<file path="config.mk">
export PLATFORM = sky130hd
export DESIGN_NAME = seq_div_8by4_flat
export DESIGN_NICKNAME = d
export VERILOG_FILES = /design/src/rtl/seq_div_8by4_if.sv /design/src/rtl/seq_div_8by4.sv /design/src/flat_wrapper.sv
export SDC_FILE = /design/constraint.sdc
export NUM_CORES = 1
export LEC_CHECK = 0
export CAP_MARGIN = 20
export CORE_AREA = 2 2 66 68
export DETAILED_ROUTE_END_ITERATION = 10
export DIE_AREA = 0 0 68 70
export GPL_ROUTABILITY_DRIVEN = 0
export GPL_TIMING_DRIVEN = 0
export PLACE_DENSITY = 0.68
export RECOVER_POWER = 25
export SLEW_MARGIN = 20
export SYNTH_ARGS = -nofsm -noshare
export SYNTH_HDL_FRONTEND = slang
export SYNTH_SLANG_ARGS = --single-unit
</file>
<file path="constraint.sdc">
create_clock -name clk -period 2.1 [get_ports clk]
set_input_delay 0.21 -clock clk [delete_from_list [all_inputs] [get_ports clk]]
set_output_delay 0.21 -clock clk [all_outputs]
set_load 0.02 [all_outputs]
</file>
<file path="src/rtl/seq_div_8by4_if.sv">
// Start/done handshake and operand/result bundle for the 8-by-4 sequential divider.
interface seq_div_8by4_if #(
   parameter int unsigned DIVIDEND_W = 8,
   parameter int unsigned DIVISOR_W  = 4
);
   logic                  start;
   logic [DIVIDEND_W-1:0] dividend;
   logic [DIVISOR_W-1:0]  divisor;
   logic [DIVIDEND_W-1:0] quot;
   logic [DIVISOR_W-1:0]  rem;
   logic                  busy;
   logic                  done;
   logic                  div_by_zero;

   modport master (
      output start, dividend, divisor,
      input  quot, rem, busy, done, div_by_zero
   );

   modport slave (
      input  start, dividend, divisor,
      output quot, rem, busy, done, div_by_zero
   );
endinterface

</file>
<file path="src/rtl/seq_div_8by4.sv">
// Sequential restoring divider: one quotient bit per clock, MSB first,
// start/done handshake, divide-by-zero reported on the accepting edge.
module seq_div_8by4 #(
   parameter int unsigned DIVIDEND_W = 8,
   parameter int unsigned DIVISOR_W  = 4
) (
   input logic           clk,
   input logic           rst_n,
   seq_div_8by4_if.slave bus
);

   localparam int unsigned CNT_W = $clog2(DIVIDEND_W);
   localparam int unsigned PR_W  = DIVISOR_W + 1;
   localparam int unsigned T_W   = DIVISOR_W + 2;
   localparam logic [CNT_W-1:0] LAST_STEP = CNT_W'(DIVIDEND_W - 1);

   typedef enum logic {IDLE, RUN} state_t;

   state_t                state_q, state_d;
   logic [PR_W-1:0]       pr_q, pr_d;
   logic [DIVIDEND_W-1:0] q_q, q_d;
   logic [DIVISOR_W-1:0]  d_q, d_d;
   logic [CNT_W-1:0]      cnt_q, cnt_d;
   logic [DIVIDEND_W-1:0] quot_q, quot_d;
   logic [DIVISOR_W-1:0]  rem_q, rem_d;
   logic                  dbz_q, dbz_d;
   logic                  done_q, done_d;

   logic                  zero_req;
   logic                  accept;
   logic                  last_step;
   logic [T_W-1:0]        t;
   logic [T_W-1:0]        diff;
   logic                  ge;
   logic [PR_W-1:0]       pr_step;
   logic [DIVIDEND_W-1:0] q_step;

   // Decode the incoming request and the final iteration
   always_comb begin
      zero_req  = (bus.divisor == '0);
      accept    = (state_q == IDLE) && bus.start && !zero_req;
      last_step = (cnt_q == LAST_STEP);
   end

   // One restoring step; pr_q's top bit is always 0, so widening t by it lets
   // the subtraction's borrow bit double as the compare result.
   always_comb begin
      t       = {pr_q, q_q[DIVIDEND_W-1]};
      diff    = t - {2'b00, d_q};
      ge      = ~diff[T_W-1];
      pr_step = ge ? diff[PR_W-1:0] : t[PR_W-1:0];
      q_step  = {q_q[DIVIDEND_W-2:0], ge};
   end

   // FSM state register
   always_ff @(posedge clk or negedge rst_n) begin
      if (!rst_n) begin
         state_q <= IDLE;
      end else begin
         state_q <= state_d;
      end
   end

   // FSM next-state: enter RUN on an accepted nonzero divide, leave after the last step
   always_comb begin
      state_d = state_q;
      unique case (state_q)
         IDLE: if (accept)    state_d = RUN;
         RUN:  if (last_step) state_d = IDLE;
         default:             state_d = IDLE;
      endcase
   end

   // Datapath and result registers
   always_ff @(posedge clk or negedge rst_n) begin
      if (!rst_n) begin
         pr_q   <= '0;
         q_q    <= '0;
         d_q    <= '0;
         cnt_q  <= '0;
         quot_q <= '0;
         rem_q  <= '0;
         dbz_q  <= 1'b0;
         done_q <= 1'b0;
      end else begin
         pr_q   <= pr_d;
         q_q    <= q_d;
         d_q    <= d_d;
         cnt_q  <= cnt_d;
         quot_q <= quot_d;
         rem_q  <= rem_d;
         dbz_q  <= dbz_d;
         done_q <= done_d;
      end
   end

   // Datapath next-state: load operands, iterate, publish results
   always_comb begin
      pr_d   = pr_q;
      q_d    = q_q;
      d_d    = d_q;
      cnt_d  = cnt_q;
      quot_d = quot_q;
      rem_d  = rem_q;
      dbz_d  = dbz_q;
      done_d = 1'b0;
      unique case (state_q)
         IDLE: begin
            if (bus.start) begin
               if (zero_req) begin
                  quot_d = '1;
                  rem_d  = bus.dividend[DIVISOR_W-1:0];
                  dbz_d  = 1'b1;
                  done_d = 1'b1;
               end else begin
                  q_d   = bus.dividend;
                  d_d   = bus.divisor;
                  pr_d  = '0;
                  cnt_d = '0;
                  dbz_d = 1'b0;
               end
            end
         end
         RUN: begin
            pr_d  = pr_step;
            q_d   = q_step;
            cnt_d = cnt_q + 1'b1;
            if (last_step) begin
               quot_d = q_step;
               rem_d  = pr_step[DIVISOR_W-1:0];
               done_d = 1'b1;
            end
         end
         default: ;
      endcase
   end

   // FSM outputs and registered results onto the bus
   always_comb begin
      bus.busy        = (state_q == RUN);
      bus.done        = done_q;
      bus.quot        = quot_q;
      bus.rem         = rem_q;
      bus.div_by_zero = dbz_q;
   end

endmodule

</file>
<file path="src/flat_wrapper.sv">
// flat-port wrapper written by rule: the top's interface ports become plain ports
module seq_div_8by4_flat 
#(
   parameter int unsigned DIVIDEND_W = 8,
   parameter int unsigned DIVISOR_W  = 4
)
  (clk, rst_n, bus_start, bus_dividend, bus_divisor, bus_quot, bus_rem, bus_busy, bus_done, bus_div_by_zero);
  seq_div_8by4_if #(.DIVIDEND_W(DIVIDEND_W), .DIVISOR_W(DIVISOR_W)) bus_i ();
  input logic clk;
  input logic rst_n;
  input wire logic [$bits(bus_i.start)-1:0] bus_start;
  input wire logic [$bits(bus_i.dividend)-1:0] bus_dividend;
  input wire logic [$bits(bus_i.divisor)-1:0] bus_divisor;
  output wire logic [$bits(bus_i.quot)-1:0] bus_quot;
  output wire logic [$bits(bus_i.rem)-1:0] bus_rem;
  output wire logic [$bits(bus_i.busy)-1:0] bus_busy;
  output wire logic [$bits(bus_i.done)-1:0] bus_done;
  output wire logic [$bits(bus_i.div_by_zero)-1:0] bus_div_by_zero;
  assign bus_i.start = bus_start;
  assign bus_i.dividend = bus_dividend;
  assign bus_i.divisor = bus_divisor;
  assign bus_quot = bus_i.quot;
  assign bus_rem = bus_i.rem;
  assign bus_busy = bus_i.busy;
  assign bus_done = bus_i.done;
  assign bus_div_by_zero = bus_i.div_by_zero;
  seq_div_8by4 #(.DIVIDEND_W(DIVIDEND_W), .DIVISOR_W(DIVISOR_W)) u_core (.clk(clk), .rst_n(rst_n), .bus(bus_i));
endmodule
</file>
# ---- Yosys cells after proc, flatten, opt, wreduce, memory -nomap -nowiden
# Cells that the tools add are included.
dict set report totals {
  regBits 35
  input_bits 15
  output_inout_bits 15
}
dict set report classes {
  n_addsub 2
  n_eq_ne 5
  mux 25
  bitwise_logic 3
  reduce_logical 8
}
# op n
set op_table {}
lappend op_table {{$mux 8} 5}
lappend op_table {{$pmux 8 s2} 2}
lappend op_table {{$mux 5} 3}
lappend op_table {{$mux 4} 3}
lappend op_table {{$pmux 5 s2} 1}
lappend op_table {{$pmux 4 s2} 1}
lappend op_table {{$mux 3} 2}
lappend op_table {{$ne 2x2->1 const B} 3}
lappend op_table {{$pmux 3 s2} 1}
lappend op_table {{$reduce_and 3->1} 2}
lappend op_table {{$sub 6x4->6} 1}
lappend op_table {{$mux 1} 5}
lappend op_table {{$logic_not 4->1} 1}
lappend op_table {{$pmux 1 s2} 2}
lappend op_table {{$reduce_and 2->1} 2}
lappend op_table {{$add 3x1->3 const B} 1}
lappend op_table {{$eq 3x3->1 const B} 1}
lappend op_table {{$not 1->1} 3}
lappend op_table {{$logic_and 1x1->1} 2}
lappend op_table {{$ne 2x1->1 const B} 1}
lappend op_table {{$logic_not 1->1} 1}

# ---- Longest topological paths before layout
# Gate-level depths: netlist of run 1.
dict set report depth {
  depth_word 5
  mapped_depth 9
  mapped_depth_nobuf 9
}

# ---- Worst setup path before layout of run 1
# No wires, ideal clock.
dict set report synth_path {
  path_type {reg-to-reg}
  startpoint {reg u_core.pr_q[0]}
  endpoint {reg u_core.rem_q[3], in the netlist u_core.bus.rem[3]}
  setup_ps 82
  t_arrival_ps 1859
  required_time_ps 2018
  path_slack_ps 159
  stages_incl_launch_ff 7
  n_path_buf 0
  path_cell_list {dfrtp_1 -> ha_1 -> nor2b_1 -> o2111ai_1 -> o211ai_2 -> or4b_1 -> a31oi_1}
}
dict set report synth_between {
  elab_chain_len 4
}
# element line_no
set synth_lines {}
lappend synth_lines {{start: declaration} seq_div_8by4.sv:20} ;# logic [PR_W-1:0] pr_q, pr_d;
lappend synth_lines {{start signal: assignment} seq_div_8by4.sv:86} ;# pr_q <= pr_d;
lappend synth_lines {{$sub 6x4->6} seq_div_8by4.sv:49} ;# diff = t - {2'b00, d_q};
lappend synth_lines {{$mux 5} seq_div_8by4.sv:51} ;# pr_step = ge ? diff[PR_W-1:0] : t[PR_W-1:0];
lappend synth_lines {{$mux 4} seq_div_8by4.sv:128} ;# if (last_step) begin
lappend synth_lines {{$pmux 4 s2} seq_div_8by4.sv:107} ;# unique case (state_q)
lappend synth_lines {{end signal: assignment} seq_div_8by4.sv:91} ;# rem_q <= rem_d;
lappend synth_lines {{end: declaration} seq_div_8by4.sv:25} ;# logic [DIVISOR_W-1:0] rem_q, rem_d;
# Every way passes these cells. The select of a mux whose other input is x is not followed.
# A chain may end at the register's enable or synchronous reset.

# ---- Worst setup path after layout of run 1
dict set report layout_path {
  startpoint {reg u_core.pr_q[1]}
  endpoint {reg u_core.rem_q[3], in the netlist u_core.bus.rem[3]}
}
# The elaborated chain is that of the path after synthesis.

==> results of run 1 <==
==> cells in the mapped netlist (3+ instances only) <==
library cell,number
a31oi_1,7
clkbuf_1,3
nor2_1,19
buf_2,3
o21ai_1,10
o21ai_0,3
mux2i_1,11
nand2_1,17
a22o_1,5
a21oi_1,7
a21o_1,4
dfrtp_1,35
inv_1,11
mux2_1,5
ha_1,6
==> kinds of logic (layout without fill, tap and decap cells) <==
logic type	after synthesis	count (layout)	share of synthesized area, %
XOR/XNOR	1	1	0.498
AND/OR/NAND/NOR	48	48	12.3
flip-flops	35	35	49.8
adder cells (fa/ha/maj)	7	7	5.41
multiplexers	18	18	10.7
buffers and inverters	18	61	4.06
AO/OA/AOI/OAI	45	45	17.2
==> cell type report <==
| class | instances | area [um2] |
|---|---|---|
| fill | 382 | 1860 |
| sequential | 35 | 876 |
| multi-input combinational | 119 | 822 |
| timing repair buffer | 35 | 329 |
| clock buffer | 6 | 82.6 |
| tap | 52 | 65.1 |
| inverter | 11 | 41.3 |
| clock inverter | 2 | 35.0 |
| buffer | 7 | 31.3 |
==> per-layer routing <==
| metal | share of wire, % | vias up |
|---|---|---|
| met2 | 48 | 32 |
| met3 | 5.0 | 9 |
| met5 | 0 | - |
| met1 | 45 | 666 |
| li1 | - | 683 |
| met4 | 1.7 | 0 |
==> per-stage QoR <==
stage | instances | worst slack [ns] | TNS, ns | hold slack (ns)
after floorplan | 172 | 0.159 | 0 | -0.0856
after global placement | 253 | -0.245 | -0.521 | 0.472
after detailed placement | 254 | -0.273 | -0.637 | 0.0701
after CTS | 265 | 0.0492 | 0 | 0.290
after global routing | 267 | -0.00474 | -0.00474 | 0.378
final | 267 | 0.0223 | 0 | 0.340
==> power by group through the flow <==
| stage | registers [W] | clock network [W] | logic [W] |
|---|---|---|---|
| final | 0.00124 | 0.000630 | 0.00228 |
| after global routing | 0.00129 | 0.000669 | 0.00255 |
| after CTS | 0.00124 | 0.000640 | 0.00217 |
| after detailed placement | 0.00126 | 0 | 0.00208 |
| after global placement | 0.00124 | 0 | 0.00203 |
| after floorplan | 0.00133 | 0 | 0.00138 |
==> worst min-delay path by stage <==
stage / start / to / slack, ns
2_1_floorplan: rst_n / u_core.bus.busy$_DFF_PN0_ / -0.09
3_3_place_gp: u_core.d_q[1]$_DFFE_PN0P_ / u_core.d_q[1]$_DFFE_PN0P_ / 0.47
3_5_place_dp: rst_n / u_core.bus.quot[4]$_DFFE_PN0P_ / 0.07
4_1_cts: rst_n / u_core.bus.quot[4]$_DFFE_PN0P_ / 0.29
5_1_grt: rst_n / u_core.bus.quot[4]$_DFFE_PN0P_ / 0.38
6_report: rst_n / u_core.bus.quot[4]$_DFFE_PN0P_ / 0.34
==> state kept, by name, indices dropped and copies added, names as in the netlist <==
signal and flops:
u_core.bus.quot 8, u_core.bus.div_by_zero 1, u_core.q_q 8, u_core.bus.busy 1, u_core.bus.done 1, u_core.pr_q 5
u_core.d_q 4, u_core.cnt_q 3, u_core.bus.rem 4
==> what timing repair did <==
item,in CTS,in global routing
setup buffers,2,2
pin swaps,1,0
endpoints found under the hold margin,7,0
gates resized for setup,0,8
hold buffers,1,0
endpoints found under the setup margin,1,8
==> impl_metrics.py, run 1 <==
metrics = {
    "final_layout": {
        "final_area_um2": 2280,
        "final_core_util_pct": 55.1,
        "final_common_cell": "dfrtp_1",
        "num-nets-final": 236,
        "final_cell_mix": "dfrtp_1 (35), clkdlybuf4s50_1 (28), nor2_1 (18), nand2_1 (17)",
        "area_growth_syn_to_layout_pct": 29.8,
        "antenna_cells": 0,
        "drive_gt1_share_pct": 14.0,
    },
    "job": {
        "maxCapViolCount": 0,
    },
    "pwr": {
        "ir_drop_uv": 730,
        "p_int_w": 0.00253,
        "power_density_nw_per_um2": 1820,
        "p_sw_w": 0.00162,
        "p_leak_nw": 1.06,
        "power_w": 0.00415,
        "pwr-share-clk_pct": 15.2,
        "combPwrFrac_pct": 54.9,
        "swShare_pct": 39.0,
        "power_frac_seq_pct": 29.9,
    },
    "drt": {
        "num_vias": 1390,
        "drt_first_iter_violations": 102,
        "ant_nets": 0,
        "viasPerCell": 5.21,
        "wl_um": 3870,
        "wl_per_cell_um": 14.5,
        "drc": 0,
        "dr.pass1.iters": 4,
    },
    "critical_path": {
        "cp_cell_sequence": "ha_1 > o21ai_1 > a21oi_2 > o211ai_2 > or4b_4 > a31oi_1",
        "r2r_cells": 6,
        "endpoint": "u_core.bus.rem[3]$_DFFE_PN0P_",
        "critPathTopFamily": "compound AO/OA/AOI/OAI gates",
        "critPathLaunchType": "flip-flop",
        "reg2reg_to": "u_core.bus.rem[3]$_DFFE_PN0P_",
        "arrival_ns": 2.29,
        "end_kind": "flip-flop",
        "cp_max_fo": 5,
        "r2r-start": "u_core.pr_q[1]$_DFFE_PN0P_",
        "cp_slowest_stage_delay_ns": 0.56,
        "worstSetupPathType": "flip-flop to flip-flop",
        "reg2reg_setup_slack_ns": 0.02,
        "cpMaxStageDelayCell": "or4b_4",
        "crit_required_ns": 2.32,
        "startpoint": "u_core.pr_q[1]$_DFFE_PN0P_",
        "path_depth": 6,
        "cp_num_buf_inv": 0,
    },
    "sta": {
        "worstMarginPinSlew_ns": 0.681,
        "finalSetupViolations": 0,
        "slew_headroom_pct": 54.6,
        "hold_viol": 0,
        "fmax_mhz": 481,
        "report.final.slew_viol_count": 0,
        "finClkSkew_ns": 0.0114,
        "fin_crit_sh_pct": 98.9,
        "final.min_clock_period_ns": 2.08,
    },
    "synthesis": {
        "synth_edf_count": 0,
        "ys_seq_elements": 35,
        "ys_types": 35,
        "synthCells": 172,
        "avgSynthCellArea_um2": 10.2,
        "syn_area_um2": 1760,
        "synth-async-reset-ratio_pct": 100,
        "ys_seq_area_share_pct": 49.8,
        "synth_ff_type": "dfrtp_1",
        "synth_top_cell_area_share_pct": 49.8,
        "ys.warnings.count": 0,
        "syn-num-nets": 194,
        "synth_area_leaders": "dfrtp_1 (50%), mux2i_1 (6.3%), ha_1 (4.3%)",
        "synth_top_cell_by_area": "dfrtp_1",
    },
    "clocking": {
        "path_clk_slew_ns": 0.08,
        "cts_root_buffer": "clkbuf_8",
        "clock-sinks": 35,
        "clk_path_buf_depth": 2,
        "cts_max_level": 2,
        "numCtsBuffers": 5,
        "cts_tree": "done",
        "clock_latency_ns": 0.29,
    },
    "status": {
        "status": "completed",
    },
    "die": {
        "die_w_um": 68,
        "die-area_um2": 4760,
        "die_h_um": 70,
        "ioPinCount": 30,
        "rows": 24,
        "core_area_um2": 4140,
        "initial_utilization_pct": 42.4,
    },
    "placement": {
        "dp_hpwl_um": 2800,
        "dpl_cell_area_um2": 2130,
        "portBuffers": 29,
    },
    "grt": {
        "grt.total_usage_pct": 18.5,
        "globalRoute.totalOverflow": 0,
        "busiest_layer": "met1",
        "grt_pass1_vias": 1353,
        "antenna_found_initial": 0,
        "met1_usage_pct": 27.4,
        "grtUsageMet2_pct": 26.4,
        "grtUsageMet3_pct": 3.38,
        "grt_pass1_wl_um": 6540,
        "grt_max_degree": 29,
    },
    "hold_path": {
        "hold_path.class": "input port to async pin",
    },
}
Note: power is estimated with default switching activity, not from simulation.
==> run 2: changes to the inputs <==
--- a/config.mk
+++ b/config.mk
@@ -6,12 +6,11 @@
 export NUM_CORES = 1
 export LEC_CHECK = 0
 export CAP_MARGIN = 20
-export CORE_AREA = 2 2 66 68
+export CORE_AREA = 2 2 76 78
 export DETAILED_ROUTE_END_ITERATION = 10
-export DIE_AREA = 0 0 68 70
+export DIE_AREA = 0 0 78 80
 export GPL_ROUTABILITY_DRIVEN = 0
 export GPL_TIMING_DRIVEN = 0
-export PLACE_DENSITY = 0.68
 export RECOVER_POWER = 25
 export SLEW_MARGIN = 20
 export SYNTH_ARGS = -nofsm -noshare
==> impl_metrics.py, run 2 (synthesized netlist as in run 1, its figures left out) <==
metrics = {
    "sta": {
        "rsz0062_at_grt": "true",
        "fin_setup_tns_ns": 0,
        "fin_crit_sh_pct": 95.3,
        "report.final.slew_viol_count": 0,
        "final.min_clock_period_ns": 2.00,
        "finClkSkew_ns": 0.00859,
        "finalSetupViolations": 0,
        "fmax_mhz": 500,
        "slew_headroom_pct": 55.7,
        "hold_viol": 0,
        "fin_ws_ns": 0.0991,
        "worstMarginPinSlew_ns": 0.664,
    },
    "pwr": {
        "power_frac_seq_pct": 29.7,
        "combPwrFrac_pct": 53.0,
        "pwr-share-clk_pct": 17.2,
        "p_int_w": 0.00257,
        "swShare_pct": 38.7,
        "ir_drop_uv": 609,
        "power_density_nw_per_um2": 1810,
        "p_leak_nw": 1.05,
        "p_sw_w": 0.00162,
    },
    "critical_path": {
        "critPathTopFamily": "compound AO/OA/AOI/OAI gates",
        "cp_num_buf_inv": 1,
        "arrival_ns": 2.23,
        "cpMaxStageDelayCell": "dfrtp_1",
        "cp_max_fo": 5,
        "critPathLaunchType": "flip-flop",
        "worstSetupPathType": "flip-flop to flip-flop",
        "end_kind": "flip-flop",
        "crit_required_ns": 2.33,
        "cp_cell_sequence": "ha_1 > o21ai_1 > a21oi_2 > o211ai_4 > buf_4 > mux2i_1 > o221a_1",
        "cp_slowest_stage_delay_ns": 0.42,
    },
    "placement": {
        "place_ws_ns": -0.255,
        "dpl_cell_area_um2": 2150,
        "dp_hpwl_um": 2960,
        "portBuffers": 29,
        "placedCellCount": 274,
    },
    "drt": {
        "ant_nets": 0,
        "wl_per_cell_um": 14.2,
        "wl_um": 4030,
        "drc": 0,
        "dr.pass1.iters": 4,
        "drt_first_iter_violations": 85,
        "num_vias": 1365,
        "viasPerCell": 4.79,
    },
    "clocking": {
        "numCtsBuffers": 5,
        "path_clk_slew_ns": 0.07,
        "clock_latency_ns": 0.29,
        "clock-sinks": 35,
        "cts_tree": "done",
        "cts_root_buffer": "clkbuf_8",
        "cts_max_level": 2,
        "clk_path_buf_depth": 2,
    },
    "final_layout": {
        "final_area_um2": 2320,
        "regArea_um2": 876,
        "num-nets-final": 234,
        "final_cell_mix": "dfrtp_1 (35), clkdlybuf4s50_1 (28), nor2_1 (18), nand2_1 (17)",
        "multiInputGateArea_um2": 837,
        "antenna_cells": 0,
        "drive_gt1_share_pct": 12.7,
        "final_common_cell": "dfrtp_1",
        "area_growth_syn_to_layout_pct": 32.1,
        "fillers": 542,
        "stdcell_count": 285,
    },
    "die": {
        "die_h_um": 80,
        "die-area_um2": 6240,
        "die_w_um": 78,
        "initial_utilization_pct": 32.5,
        "core_area_um2": 5410,
        "rows": 27,
        "ioPinCount": 30,
    },
    "grt": {
        "antenna_found_initial": 0,
        "globalRoute.totalOverflow": 0,
        "grt_pass1_wl_um": 6790,
        "grt_max_degree": 28,
        "grt_pass1_vias": 1331,
        "grt.total_usage_pct": 14.5,
    },
    "hold_path": {
        "hold_path.class": "input port to async pin",
    },
    "status": {
        "status": "completed",
    },
    "job": {
        "maxCapViolCount": 0,
    },
}
-- run 2: through the flow --
step | hold slack [ns] | total power [W] | utilization [%]
6_report | 0.399 | 0.00419 | 43.0
5_1_grt | 0.439 | 0.00455 | 43.0
4_1_cts | 0.311 | 0.00416 | 42.9
3_5_place_dp | 0.0930 | 0.00335 | 39.8
3_3_place_gp | 0.467 | 0.00330 | 39.6
2_1_floorplan | -0.0856 | 0.00271 | -
-- run 2: final cells by class --
cell class                 count  area share (%)
inverter                      11            1.78
tap                           72            3.88
multi-input combinational    119            36.0
timing repair buffer          33            13.5
buffer                         7            1.35
clock inverter                 2            2.59
sequential                    35            37.7
clock buffer                   6            3.12
-- run 2: worst paths after layout --
kind	from	to	slack, ns	depth (start not counted)
max reg2reg	u_core.pr_q[1]$_DFFE_PN0P_	u_core.bus.rem[0]$_DFFE_PN0P_	0.1	7
max	u_core.pr_q[1]$_DFFE_PN0P_	u_core.bus.rem[0]$_DFFE_PN0P_	0.1	7
min	rst_n	u_core.q_q[6]$_DFFE_PN0P_	0.40	2
min reg2reg	u_core.d_q[3]$_DFFE_PN0P_	u_core.d_q[3]$_DFFE_PN0P_	0.49	1
min in group clk	u_core.d_q[3]$_DFFE_PN0P_	u_core.d_q[3]$_DFFE_PN0P_	0.49	1
max in group asynchronous	rst_n	u_core.pr_q[3]$_DFFE_PN0P_	0.67	3
-- run 2: power by group through the flow --
stage          combinational [W]  sequential, W  clock, W
5_1_grt                  0.00248        0.00129  0.000774
4_1_cts                  0.00217        0.00125  0.000736
3_5_place_dp             0.00209        0.00126         0
2_1_floorplan            0.00138        0.00133         0
3_3_place_gp             0.00205        0.00125         0
6_report                 0.00222        0.00125  0.000723
-- run 2: worst register-to-register path, cell delays in order (launching register included) --
cell and delay, ns:
dfrtp_1 0.42, ha_1 0.37, o21ai_1 0.17, a21oi_2 0.07, o211ai_4 0.23, buf_4 0.18, mux2i_1 0.28, o221a_1 0.22
-- run 2: repair_timing --
item,CTS,global route
pin swaps,0,1
endpoints found under the setup margin,2,6
cloned,0,0
gates resized for setup,2,6
endpoints found under the hold margin,8,0
buffers inserted,1,1
hold buffers,1,0
-- run 2: layer usage --
metal	wire [um]	vias up	global-route usage, %
li1	-	683	-
met1	2020	652	19.9
met2	1820	25	22.2
met3	143	5	3.85
met4	53	0	4.74
met5	0	-	0
